File: src/rtl/float_acc_seq_if.sv
// rtl/float_acc_seq_if.sv - operand input stream and packet-sum output stream of float_acc_seq
interface float_acc_seq_if #(
    parameter int float_width = 16,
    parameter int cnt_width   = 8
);
    logic [float_width-1:0] in_data;
    logic                   in_last;
    logic                   in_valid;
    logic                   in_ready;
    logic [float_width-1:0] out_data;
    logic [cnt_width-1:0]   out_count;
    logic                   out_sat;
    logic                   out_valid;
    logic                   out_ready;

    modport master (
        output in_data, in_last, in_valid, out_ready,
        input  in_ready, out_data, out_count, out_sat, out_valid
    );

    modport slave (
        input  in_data, in_last, in_valid, out_ready,
        output in_ready, out_data, out_count, out_sat, out_valid
    );
endinterface

File: src/rtl/float_acc_seq.sv
// rtl/float_acc_seq.sv - FP16 packet reduction controller driving an external combinational adder
module float_acc_seq #(
    parameter int float_width    = 16,
    parameter int exponent_width = 5,
    parameter int mantissa_width = 10,
    parameter int cnt_width      = 8
) (
    input  logic                   clk,
    input  logic                   rst_n,
    input  logic                   flush,
    output logic [float_width-1:0] add_a,
    output logic [float_width-1:0] add_b,
    input  logic [float_width-1:0] add_res,
    float_acc_seq_if.slave         s
);
    localparam logic [float_width-1:0] neg_zero =
        {1'b1, {(exponent_width + mantissa_width){1'b0}}};
    localparam logic [cnt_width-1:0] cnt_max = {cnt_width{1'b1}};

    typedef enum logic {ACCUM, OUT} state_t;

    state_t                 state_q, state_d;
    logic [float_width-1:0] acc;
    logic [cnt_width-1:0]   cnt;
    logic                   sat;
    logic [float_width-1:0] out_data_q;
    logic [cnt_width-1:0]   out_count_q;
    logic                   out_sat_q;

    logic                   take;
    logic                   deliver;
    logic [cnt_width-1:0]   cnt_inc;
    logic                   sat_nxt;

    // The adder treats only +0 as zero, so -0 is folded before it leaves the block.
    assign add_a = acc;
    assign add_b = (s.in_data == neg_zero) ? '0 : s.in_data;

    assign take    = (state_q == ACCUM) && s.in_valid && !flush;
    assign deliver = (state_q == OUT) && s.out_ready && !flush;
    assign cnt_inc = (cnt == cnt_max) ? cnt : cnt + 1'b1;
    assign sat_nxt = sat | (cnt == cnt_max);

    assign s.out_data  = out_data_q;
    assign s.out_count = out_count_q;
    assign s.out_sat   = out_sat_q;

    always_ff @(posedge clk or negedge rst_n) begin
        if (!rst_n) state_q <= ACCUM;
        else        state_q <= state_d;
    end

    always_comb begin
        state_d     = state_q;
        s.in_ready  = 1'b0;
        s.out_valid = 1'b0;
        case (state_q)
            ACCUM: begin
                s.in_ready = 1'b1;
                if (take && s.in_last) state_d = OUT;
            end
            OUT: begin
                s.out_valid = 1'b1;
                if (deliver) state_d = ACCUM;
            end
            default: state_d = ACCUM;
        endcase
        if (flush) state_d = ACCUM;
    end

    always_ff @(posedge clk or negedge rst_n) begin
        if (!rst_n) begin
            acc         <= '0;
            cnt         <= '0;
            sat         <= 1'b0;
            out_data_q  <= '0;
            out_count_q <= '0;
            out_sat_q   <= 1'b0;
        end else if (flush) begin
            acc <= '0;
            cnt <= '0;
            sat <= 1'b0;
        end else if (take) begin
            acc <= add_res;
            cnt <= cnt_inc;
            sat <= sat_nxt;
            if (s.in_last) begin
                out_data_q  <= add_res;
                out_count_q <= cnt_inc;
                out_sat_q   <= sat_nxt;
            end
        end else if (deliver) begin
            acc <= '0;
            cnt <= '0;
            sat <= 1'b0;
        end
    end
endmodule

File: src/flat_wrapper.sv
// flat-port wrapper written by rule: the top's interface ports become plain ports
module float_acc_seq_flat 
#(
    parameter int float_width    = 16,
    parameter int exponent_width = 5,
    parameter int mantissa_width = 10,
    parameter int cnt_width      = 8
)
  (clk, rst_n, flush, add_a, add_b, add_res, s_in_data, s_in_last, s_in_valid, s_out_ready, s_in_ready, s_out_data, s_out_count, s_out_sat, s_out_valid);
  float_acc_seq_if #(.float_width(float_width), .cnt_width(cnt_width)) s_i ();
  input  logic clk;
  input  logic rst_n;
  input  logic flush;
  output logic [float_width-1:0] add_a;
  output logic [float_width-1:0] add_b;
  input  logic [float_width-1:0] add_res;
  input wire logic [$bits(s_i.in_data)-1:0] s_in_data;
  input wire logic [$bits(s_i.in_last)-1:0] s_in_last;
  input wire logic [$bits(s_i.in_valid)-1:0] s_in_valid;
  input wire logic [$bits(s_i.out_ready)-1:0] s_out_ready;
  output wire logic [$bits(s_i.in_ready)-1:0] s_in_ready;
  output wire logic [$bits(s_i.out_data)-1:0] s_out_data;
  output wire logic [$bits(s_i.out_count)-1:0] s_out_count;
  output wire logic [$bits(s_i.out_sat)-1:0] s_out_sat;
  output wire logic [$bits(s_i.out_valid)-1:0] s_out_valid;
  assign s_i.in_data = s_in_data;
  assign s_i.in_last = s_in_last;
  assign s_i.in_valid = s_in_valid;
  assign s_i.out_ready = s_out_ready;
  assign s_in_ready = s_i.in_ready;
  assign s_out_data = s_i.out_data;
  assign s_out_count = s_i.out_count;
  assign s_out_sat = s_i.out_sat;
  assign s_out_valid = s_i.out_valid;
  float_acc_seq #(.float_width(float_width), .exponent_width(exponent_width), .mantissa_width(mantissa_width), .cnt_width(cnt_width)) u_core (.clk(clk), .rst_n(rst_n), .flush(flush), .add_a(add_a), .add_b(add_b), .add_res(add_res), .s(s_i));
endmodule
File: config.mk
export PLATFORM = sky130hd
export DESIGN_NAME = float_acc_seq_flat
export DESIGN_NICKNAME = d
export VERILOG_FILES = /design/src/rtl/float_acc_seq_if.sv /design/src/rtl/float_acc_seq.sv /design/src/flat_wrapper.sv
export SDC_FILE = /design/constraint.sdc
export NUM_CORES = 1
export LEC_CHECK = 0
export ABC_CLOCK_PERIOD_IN_PS = 1360
export BUFFER_PORTS_ARGS = -buffer_cell sky130_fd_sc_hd__buf_2
export CORE_ASPECT_RATIO = 0.9
export CORE_MARGIN = 10
export CORE_UTILIZATION = 43
export DETAILED_ROUTE_END_ITERATION = 10
export PLACE_DENSITY = 0.76
export SYNTH_ARGS = -nofsm -noshare
export SYNTH_HDL_FRONTEND = slang
export SYNTH_SLANG_ARGS = --single-unit
File: constraint.sdc
create_clock -name clk -period 1.36 [get_ports clk]
set_input_delay 0.068 -clock clk [delete_from_list [all_inputs] [get_ports clk]]
set_output_delay 0.068 -clock clk [all_outputs]
set_load 0.1 [all_outputs]
; Word-level counts from Yosys, hierarchy flattened
; Index checks and enable logic that the tools add are counted.
[op_classes]
reduce_logical = 8
add_sub_neg = 1
n_eq_ne = 2
n_bitwise = 3
mux = 17
[op_table]
columns = op, n
row1 = $mux 16, 4
row2 = $mux 8, 4
row3 = $eq 16x16->1 const B, 1
row4 = $add 8x1->8 const B, 1
row5 = $eq 8x8->1 const B, 1
row6 = $mux 1, 8
row7 = $logic_and 1x1->1, 5
row8 = $reduce_and 3->1, 1
row9 = $reduce_bool 3->1, 1
row10 = $not 1->1, 2
row11 = $pmux 1 s2, 1
row12 = $logic_not 1->1, 1
row13 = $or 1x1->1, 1
[word_totals]
output_inout_bits = 59
inputBits = 38
reg_bits = 51
word_cells = 38

; Longest topological paths before layout
; Gate-level depths: netlist of the first run.
[depth]
ltp_word = 7
depth_mapped = 5
mapped_depth_nobuf = 4

; Least setup slack after synthesis of the first run
; Ideal clock, no wire load.
[synth_timing]
path_kind = reg-to-reg
startpoint = register u_core.state_q
endpoint = register u_core.out_data_q[0], in the netlist u_core.s.out_data[0]
t_arrival_ps = 1843
setup_ps = 126
setup_slack_ps = -609
n_path_buf = 2
stages_incl_launch_ff = 5
t_required_ps = 1234
period_less_slack_ps = 1969
cell_sequence = dfrtp_1 buf_6 nand4bb_1 buf_2 mux2_2
[synth_via]
elab_chain_len = 4
[synth_lines]
columns = item, line_no
row1 = from (decl), float_acc_seq.sv:22  ; state_t state_q, state_d;
row2 = from (signal assigned), float_acc_seq.sv:50  ; else state_q <= state_d;
row3 = $not 1->1, float_acc_seq.sv:39  ; assign take = (state_q == ACCUM) && s.in_valid && !flush;
row4 = $logic_and 1x1->1 (2 in a row), float_acc_seq.sv:39
row5 = $reduce_and 3->1 (no line), -
row6 = to (signal assigned), float_acc_seq.sv:88  ; out_data_q <= add_res;
row7 = to (decl), float_acc_seq.sv:26  ; logic [float_width-1:0] out_data_q;
; No other way between the ends.
; A chain may end at the register's enable or synchronous reset.

; Final worst setup path of the first run
[layout_timing]
startpoint = register u_core.state_q
endpoint = register u_core.cnt[0]
[layout_via]
elab_chain_len = 5
elab_cells_between_ends = 8
cone_classes = 2 x mux / 1 x bitwise / 5 x reduce/logical
[layout_lines]
columns = item, line_no
row1 = $not 1->1, float_acc_seq.sv:39
row2 = $logic_and 1x1->1 (2 in a row), float_acc_seq.sv:39
row3 = $mux 8, float_acc_seq.sv:83  ; end else if (take) begin
row4 = $mux 8, float_acc_seq.sv:79  ; end else if (flush) begin
row5 = to (signal assigned), float_acc_seq.sv:85  ; cnt <= cnt_inc;
row6 = to (decl), float_acc_seq.sv:24  ; logic [cnt_width-1:0] cnt;
; Parallel ways exist; a longest one is shown, timed or not.

==> results of run 1 <==
Yosys cell counts, drive strengths merged:
cell type   n  area [um^2]
nand4bb     1         11.3
or3b        1         11.3
nand3       6         30.0
nand2      11         41.3
and4        3         26.3
a22o       17          149
and3        4         25.0
nor3b       1         12.5
o32ai       1         16.3
nand4       3         18.8
nor2        6         25.0
o21ai       7         35.0
a21oi      10         50.1
nor4        3         18.8
clkbuf     17         63.8
dfrtp      51         1280
mux2       17          191
o211ai      2         15.0
a311oi      1         8.76
ha          1         12.5
nand2b      2         12.5
o31ai       3         22.5
inv         2         7.51
a21boi      1         7.51
o22a        1         8.76
a21o        1         7.51
nor2b       1         6.26
nand4b      1         8.76
a211o       1         8.76
nor3        1         5.00
a211oi      2         15.0
a31oi       7         43.8
buf        11         61.3
o32a        1         10.0
a41oi       3         26.3
and4bb      1         12.5
logic make-up (layout without fill, tap and decap cells):
logic type	after synthesis	after routing	share of synthesized area
AOI/OAI and AO/OA	58	58	0.184
adders and majority gates	1	1	0.00543
buffers and inverters	30	136	0.0576
DFF	51	51	0.554
muxes	17	17	0.0832
and+or+nand+nor	45	46	0.115
worst min-delay path by stage:
stage | start | end | slack (ps) | depth (start not counted)
floorplan | rst_n | u_core.add_a[0] | -230 | 0
global placement | rst_n | u_core.s.out_data[5] | 50 | 1
detailed placement | rst_n | u_core.add_a[5] | 50 | 1
CTS | add_res[4] | u_core.add_a[4] | 4 | 2
global route | add_res[14] | u_core.add_a[14] | 4 | 2
finish | add_res[0] | u_core.add_a[0] | 10 | 2
power breakdown:
part           internal, uW  total [uW]  switching [uW]  leakage (uW)
Sequential             1670        1750            78.5      0.000653
Combinational           360        1940            1580      0.000897
Clock                   540        1000             462     0.0000513
layer usage:
layer / track usage / vias to the layer above / routed length, um
met5: 0 / - / 0
met1: 0.165 / 1005 / 2740
met4: 0.0428 / 0 / 60
met2: 0.257 / 76 / 3720
met3: 0.0417 / 6 / 446
li1: - / 968 / -
flip-flops by register name, summed over array words and instances, names as in the netlist:
register	flops
u_core.add_a	16
u_core.cnt	8
u_core.s.out_count	8
u_core.s.out_data	16
u_core.s.out_sat	1
u_core.sat	1
u_core.state_q	1
metrics by stage:
step | setup slack (ps) | area, um^2 | util | hold WS (ps)
3_5_place_dp | -56.5 | 3000 | 0.575 | 48.6
3_3_place_gp | -29.0 | 3000 | 0.575 | 53.3
2_1_floorplan | -280 | 2340 | - | -228
4_1_cts | -49.5 | 3150 | 0.602 | 4.26
5_1_grt | -96.4 | 3290 | 0.631 | 4.12
6_report | -22.4 | 3290 | 0.631 | 13.1
cell type report:
| class | count | area share |
|---|---|---|
| sequential | 51 | 0.390 |
| multi-input combinational | 122 | 0.310 |
| timing repair buffer | 127 | 0.242 |
| tap | 67 | 0.0254 |
| clock buffer | 6 | 0.0220 |
| clock inverter | 1 | 0.00912 |
| inverter | 2 | 0.00228 |
repair_timing:
item	CTS	global route
endpoints found under the setup margin	24	39
pin swaps	0	4
hold endpoints to repair	19	1
buffers inserted	0	4
hold buffers	1	1
gates cloned	0	1
gates resized for setup	10	25
==> results.cfg, run 1 <==
[synthesis]
synthesis_stage_register_bit_count = 51
synth_sequential_area_ratio = 0.554
syn_area_um2 = 2300
syn_nets = 241
synth_cell_type_count = 38
ys_warn_count = 0
syn-mean-instance-area_um2 = 11.4
syn-instance-count = 202

[floorplanning]
die-area_um2 = 8680
die_width_um = 97.1
starting_density_of_the_core = 0.441
std_cell_rows = 25
core_area_um2 = 5220
pin_count = 97
die_height_um = 89.4

[critical_path]
worst-path-max-fanout = 6
reg2regPathDepth = 3
critical-path-max-stage-delay_ps = 510
worst-endpoint-required_ps = 1600
crit_end = u_core.cnt[0]
critPathLaunchType = register
cp_data_arrival_time_ps = 1630
critPathKind = register to register
number_of_buffer_and_inverter_instances_along_the_worst_setup_path = 0
critical_path.top_delay_family = flip-flops
r2r-start = u_core.state_q
rr_endpoint = u_core.cnt[0]
timing.critical_path.depth = 3
reg2reg_setup_slack_ps = -20
end_kind = register
timing.critical_path.from = u_core.state_q
worst_path_cell_with_the_longest_stage_delay = sky130_fd_sc_hd__dfrtp_4
cell_chain_critical_path = or3b_4 -> o32ai_4 -> mux2_4

[final_layout]
fillers = 405
multi_input_area_um2 = 1020
final_nets = 348
areaGrowthSynthToFinish_pct = 43.1
finalNonFillerCells = 376
layout-drive-gt1-share = 0.557
n_antenna_cell = 0
regArea_um2 = 1280
layout_commonest_cell = sky130_fd_sc_hd__buf_2
most_frequent_cells_in_the_layout = sky130_fd_sc_hd__buf_2, sky130_fd_sc_hd__dfrtp_1, sky130_fd_sc_hd__buf_4, sky130_fd_sc_hd__a22o_1, sky130_fd_sc_hd__mux2_2

[clocking]
cts.path.max_buffers = 2
clkSinkCount = 51
cts_inserted_buffers = 5
cts_tree = done
clk_latency_ps = 300
cts_root_buffer = sky130_fd_sc_hd__clkbuf_8
clk_pin_slew_worst_paths_ps = 90
htree_levels = 2

[route]
final_antenna_net_count = 0
route.vias.total = 2055
drt_iter0_drc = 115
drt_pre_antenna_iters = 4
remaining_drc_errors = 0
wire_per_inst_um = 18.5
viasPerCell = 5.47
wirelength_um = 6970

[global_route]
first_global_vias = 2061
grt_max_degree = 22
grt_total_ovfl = 0
grt_first_pass_wirelength_um = 10300
global_route.usage.total = 0.144
antenna_found_initial = 0

[sta]
rsz0062_at_grt = yes
tns_setup_ps = -69.7
post-route-period-util = 1.02
final-max-slew-violation-count = 0
timing.max_slew.rel_slack = 0.668
skew_ps = 14.7
worst-slew-pin-transition_ps = 502
finalHoldViolCount = 0
postLayoutSetupSlackWorst_ps = -22.4
timing.fmax_ghz = 0.723
period_needed_ps = 1380
final-setup-viol-count = 9

[power_and_ir_drop]
max-vdd-ir-drop_mv = 1.06
report.power.total_uw = 4690
cellPowerDensity_nw_per_um2 = 1420
p_leak_uw = 0.00160

[placement]
placed_cells = 362
routability_driven_placement_congestion_ratio = 0.904
io_buffer_count = 96
detailedPlacementHpwl_um = 5080

[status]
failing_checks = negative setup slack
status = complete, but fails checks

[min_path]
holdCritPathClass = input port to register

[job]
max_cap_viol_count = 0
Note: power is estimated with default switching activity, not from simulation.
==> run 2: changes to the inputs <==
--- a/config.mk
+++ b/config.mk
@@ -5,13 +5,13 @@
 export SDC_FILE = /design/constraint.sdc
 export NUM_CORES = 1
 export LEC_CHECK = 0
-export ABC_CLOCK_PERIOD_IN_PS = 1360
+export ABC_CLOCK_PERIOD_IN_PS = 1500
 export BUFFER_PORTS_ARGS = -buffer_cell sky130_fd_sc_hd__buf_2
 export CORE_ASPECT_RATIO = 0.9
 export CORE_MARGIN = 10
-export CORE_UTILIZATION = 43
+export CORE_UTILIZATION = 47
 export DETAILED_ROUTE_END_ITERATION = 10
-export PLACE_DENSITY = 0.76
+export PLACE_DENSITY = 0.79
 export SYNTH_ARGS = -nofsm -noshare
 export SYNTH_HDL_FRONTEND = slang
 export SYNTH_SLANG_ARGS = --single-unit
==> constraint.sdc (replaced) <==
create_clock -name clk -period 1.5 [get_ports clk]
set_input_delay 0.3 -clock clk [delete_from_list [all_inputs] [get_ports clk]]
set_output_delay 0.3 -clock clk [all_outputs]
set_load 0.1 [all_outputs]
==> run 2 against run 1 <==
The run now ends clean. Worst hold slack improved by 220 ps. Sequential power decreased by 9.7%. Fmax decreased by 7.2%. Combinational power decreased by 10%. Global-route usage increased by 0.98 points. Sequential cell count unchanged. Via count decreased by 2.1%. Critical path depth unchanged. Largest cell class unchanged. Largest power group unchanged.
==> results.cfg, run 2 (synthesis results as in run 1) <==
[route]
viasPerCell = 5.51
remaining_drc_errors = 0
drt_pre_antenna_iters = 4
route.vias.total = 2012
wire_per_inst_um = 17.8
final_antenna_net_count = 0
wirelength_um = 6480
drt_iter0_drc = 211

[critical_path]
worst-path-max-fanout = 11
end_kind = register
cp_data_arrival_time_ps = 1730
cell_chain_critical_path = or3b_4 -> o32ai_2 -> mux2_4
critical-path-max-stage-delay_ps = 560
worst-endpoint-required_ps = 1740
critPathKind = register to register
worst_path_cell_with_the_longest_stage_delay = sky130_fd_sc_hd__dfrtp_4
critPathLaunchType = register

[placement]
routability_driven_placement_congestion_ratio = 0.900
io_buffer_count = 96
detailedPlacementHpwl_um = 4950

[final_layout]
most_frequent_cells_in_the_layout = sky130_fd_sc_hd__buf_2, sky130_fd_sc_hd__dfrtp_1, sky130_fd_sc_hd__buf_4, sky130_fd_sc_hd__a22o_1, sky130_fd_sc_hd__mux2_2
n_antenna_cell = 0
areaGrowthSynthToFinish_pct = 35.2
fillers = 378
layout_commonest_cell = sky130_fd_sc_hd__buf_2
final_nets = 338
layout-drive-gt1-share = 0.503

[floorplanning]
die_width_um = 93.8
die_height_um = 86.4
die-area_um2 = 8100
std_cell_rows = 24
core_area_um2 = 4800
pin_count = 97
starting_density_of_the_core = 0.479

[global_route]
first_global_vias = 1988
grt_max_degree = 21
antenna_found_initial = 0
global_route.usage.total = 0.154
grt_first_pass_wirelength_um = 10000
grt_total_ovfl = 0

[clocking]
cts_inserted_buffers = 5
clk_pin_slew_worst_paths_ps = 90
cts_root_buffer = sky130_fd_sc_hd__clkbuf_8
clk_latency_ps = 290
cts.path.max_buffers = 2
cts_tree = done
clkSinkCount = 51
htree_levels = 2

[power_and_ir_drop]
p_leak_uw = 0.00155
cellPowerDensity_nw_per_um2 = 1340
max-vdd-ir-drop_mv = 1.01
report.power.total_uw = 4160

[sta]
worst-slew-pin-transition_ps = 502
final-setup-viol-count = 0
holdWs_ps = 237
period_needed_ps = 1490
finalHoldViolCount = 0
post-route-period-util = 0.993
timing.max_slew.rel_slack = 0.668
timing.fmax_ghz = 0.671
final-max-slew-violation-count = 0
rsz0062_at_grt = yes
skew_ps = 4.37

[job]
max_cap_viol_count = 0

[min_path]
holdCritPathClass = input port to register

[status]
status = complete, no violations
run 2: worst paths after layout:
check / from / slack (ps) / cells after the start / to
hold / removal: add_res[12] / 240 / 2 / u_core.add_a[12]
setup reg to reg: u_core.state_q / 10 / 3 / u_core.cnt[0]
min in group asynchronous: rst_n / 490 / 2 / u_core.s.out_data[5]
hold reg to reg: u_core.s.out_count[3] / 480 / 2 / u_core.s.out_count[3]
max in group asynchronous: rst_n / 550 / 3 / u_core.s.out_sat
setup / recovery: u_core.state_q / 10 / 3 / u_core.cnt[0]
run 2: stage by stage:
step / instances / setup TNS, ps / area (um^2) / util / worst slack, ps
floorplan: 202 / -4430 / 2340 / - / -146
global placement: 355 / -30.6 / 2970 / 0.618 / -30.6
finish: 365 / 0 / 3110 / 0.648 / 10.6
CTS: 364 / 0 / 3080 / 0.641 / 25.3
global route: 365 / -45.5 / 3110 / 0.648 / -13.5
detailed placement: 355 / -5.49 / 2970 / 0.618 / -5.49
run 2: worst max-delay path, delay by kind of cell (launching register included):
family | cells | cell delay, ps
DFF | 1 | 560
and+or+nand+nor | 1 | 430
AOI/OAI and AO/OA | 1 | 260
muxes | 1 | 190
run 2: power breakdown:
| group | switching [uW] | total, uW | internal [uW] |
|---|---|---|---|
| Clock | 416 | 838 | 421 |
| Combinational | 1430 | 1740 | 310 |
| Sequential | 71.5 | 1580 | 1510 |
run 2: layout make-up:
class	instances	area, um^2	area share
Clock buffer	8	100	0.0322
Inverter	2	11.3	0.00362
Multi-Input combinational cell	121	917	0.295
Sequential cell	51	1280	0.412
Tap cell	65	81.3	0.0261
Timing Repair Buffer	118	722	0.232
run 2: timing repair:
| item | 4_1_cts | 5_1_grt |
|---|---|---|
| resized for setup | 1 | 4 |
| buffers inserted | 0 | 1 |
| setup endpoints to repair | 1 | 27 |
| endpoints found under the hold margin | 17 | 0 |
| hold buffers | 1 | 0 |
| pin swaps | 0 | 4 |
run 2: layer usage:
layer	up-vias	part of all wire	global-route usage
met5	-	0	0
met4	0	0.014	0.0621
met3	10	0.058	0.0415
met2	74	0.53	0.262
met1	988	0.39	0.179
li1	940	-	-
==> run 3: changes to the inputs <==
--- a/config.mk
+++ b/config.mk
@@ -5,13 +5,14 @@
 export SDC_FILE = /design/constraint.sdc
 export NUM_CORES = 1
 export LEC_CHECK = 0
-export ABC_CLOCK_PERIOD_IN_PS = 1500
+export ABC_CLOCK_PERIOD_IN_PS = 1800
 export BUFFER_PORTS_ARGS = -buffer_cell sky130_fd_sc_hd__buf_2
 export CORE_ASPECT_RATIO = 0.9
 export CORE_MARGIN = 10
-export CORE_UTILIZATION = 47
+export CORE_UTILIZATION = 51
 export DETAILED_ROUTE_END_ITERATION = 10
-export PLACE_DENSITY = 0.79
+export PLACE_DENSITY = 0.84
+export SETUP_SLACK_MARGIN = 0.15
 export SYNTH_ARGS = -nofsm -noshare
 export SYNTH_HDL_FRONTEND = slang
 export SYNTH_SLANG_ARGS = --single-unit
==> constraint.sdc (replaced) <==
create_clock -name clk -period 1.8 [get_ports clk]
set_input_delay 0.36 -clock clk [delete_from_list [all_inputs] [get_ports clk]]
set_output_delay 0.36 -clock clk [all_outputs]
set_load 0.1 [all_outputs]
==> run 3 against run 2 <==
Critical endpoint is now add_b[15]. Critical path depth grew 2. Utilization grew 4.1 points. Global-route usage grew 0.25 points. Final cell count shrank 2.7%. Highest routed layer unchanged.
==> results.cfg, run 3 (synthesis results as in run 1) <==
[final_layout]
layout_commonest_cell = sky130_fd_sc_hd__buf_2
most_frequent_cells_in_the_layout = sky130_fd_sc_hd__buf_2, sky130_fd_sc_hd__dfrtp_1, sky130_fd_sc_hd__a22o_1, sky130_fd_sc_hd__mux2_2, sky130_fd_sc_hd__buf_4
postLayoutCellArea_um2 = 3030
n_antenna_cell = 0
multi_input_area_um2 = 933
fillers = 333
finalNonFillerCells = 355
layout-drive-gt1-share = 0.498
final_nets = 331
areaGrowthSynthToFinish_pct = 31.7
regArea_um2 = 1280

[sta]
finalHoldViolCount = 0
holdWs_ps = 30.3
rsz0062_at_grt = yes
tns_setup_ps = 0
worst-slew-pin-transition_ps = 554
period_needed_ps = 1670
final-setup-viol-count = 0
timing.fmax_ghz = 0.600
post-route-period-util = 0.925
final-max-slew-violation-count = 0
timing.max_slew.rel_slack = 0.631
skew_ps = 7.28

[global_route]
first_global_vias = 2006
grt_max_degree = 28
global_route.usage.total = 0.156
antenna_found_initial = 0
grt_total_ovfl = 0
grt_first_pass_wirelength_um = 9890

[route]
wirelength_um = 6090
viasPerCell = 5.51
wire_per_inst_um = 17.2
route.vias.total = 1956
final_antenna_net_count = 0
remaining_drc_errors = 0
drt_pre_antenna_iters = 5
drt_iter0_drc = 133

[power_and_ir_drop]
cellPowerDensity_nw_per_um2 = 1180
max-vdd-ir-drop_mv = 0.932
p_leak_uw = 0.00151

[critical_path]
end_kind = output pin
worst_path_cell_with_the_longest_stage_delay = sky130_fd_sc_hd__clkbuf_4
worst-endpoint-required_ps = 1440
cp_data_arrival_time_ps = 1310
critPathLaunchType = input port
cell_chain_critical_path = buf_2 -> nor4_1 -> buf_4 -> a41oi_4 -> clkbuf_4
critPathKind = input port to output pin
worst-path-max-fanout = 2
critical-path-max-stage-delay_ps = 300
critical_path.top_delay_family = buffers and inverters
number_of_buffer_and_inverter_instances_along_the_worst_setup_path = 3

[clocking]
clkSinkCount = 51
clk_latency_ps = 310
holdBufCountCts = 0
cts_root_buffer = sky130_fd_sc_hd__clkbuf_8
htree_levels = 2
cts_setup_buffers = 0
cts_tree = done
cts.path.max_buffers = 2
cts_inserted_buffers = 5
clk_pin_slew_worst_paths_ps = 90

[placement]
placed_cells = 347
io_buffer_count = 96
detailedPlacementHpwl_um = 4640
post_dp_cell_area_um2 = 2890
routability_driven_placement_congestion_ratio = 0.857

[floorplanning]
starting_density_of_the_core = 0.523
die-area_um2 = 7610
std_cell_rows = 23
die_width_um = 90.8
pin_count = 97
die_height_um = 83.7
core_area_um2 = 4400

[status]
status = complete, no violations

[job]
max_cap_viol_count = 0

[min_path]
holdCritPathClass = input port to asynchronous set/reset pin
==> run 3: cell count changes in the layout (fill, tap and decap cells not counted), sizes merged <==
cell / before / now
clkinv: 0 / 1
bufinv: 0 / 1
buf: 117 / 109
dlygate4sd3: 1 / 0
==> run 3: worst reg2reg max path, delay by kind of cell, from the launching register on <==
| family | cells | cell delay, ps |
|---|---|---|
| AND/OR/NAND/NOR | 1 | 310 |
| buffers and inverters | 1 | 230 |
| AO/OA/AOI/OAI | 2 | 290 |
| flip-flops | 1 | 550 |
==> run 3: final timing paths <==
check / from / end / slack [ps] / depth (start not counted)
worst max-delay path: s_in_data[12] / add_b[15] / 130 / 5
worst min-delay path: rst_n / u_core.add_a[15] / 30 / 1
worst max register to register: u_core.state_q / u_core.s.out_count[5] / 310 / 4
worst min register to register: u_core.s.out_count[4] / u_core.s.out_count[4] / 480 / 2
max in group asynchronous: rst_n / u_core.cnt[6] / 1160 / 2
min in group clk: add_res[4] / u_core.add_a[4] / 280 / 2
==> run 3: cell type report <==
class                      count  area share
tap                           62      0.0256
multi-input combinational    121       0.308
inverter                       2     0.00371
clock inverter                 2      0.0116
sequential                    51       0.422
clock buffer                   6      0.0272
timing repair buffer         111       0.202
==> run 3: per-layer routing <==
layer	wire length, um	vias to the layer above	global-route usage	part of all wire
met4	93	0	0.0384	0.015
met2	3120	62	0.259	0.51
met1	2390	956	0.181	0.39
met5	0	-	0	0
li1	-	926	-	-
met3	487	12	0.0701	0.080
==> run 3: timing repair <==
action | CTS | global route
resized for setup | 3 | 3
endpoints found under the hold margin | 0 | 0
cloned | 0 | 0
setup endpoints to repair | 2 | 19
==> run 3: power by group <==
part           internal, uW  switching, uW
sequential             1260           57.3
clock                   450            375
combinational           241           1180
==> run 3: stage by stage <==
step / util / setup slack (ps) / power (uW)
after detailed placement: 0.656 / 40.9 / 2770
after global routing: 0.689 / 75.4 / 3690
final: 0.689 / 134 / 3570
after global placement: 0.656 / 55.2 / 2750
after floorplan: - / 154 / 2480
after CTS: 0.687 / 113 / 3580
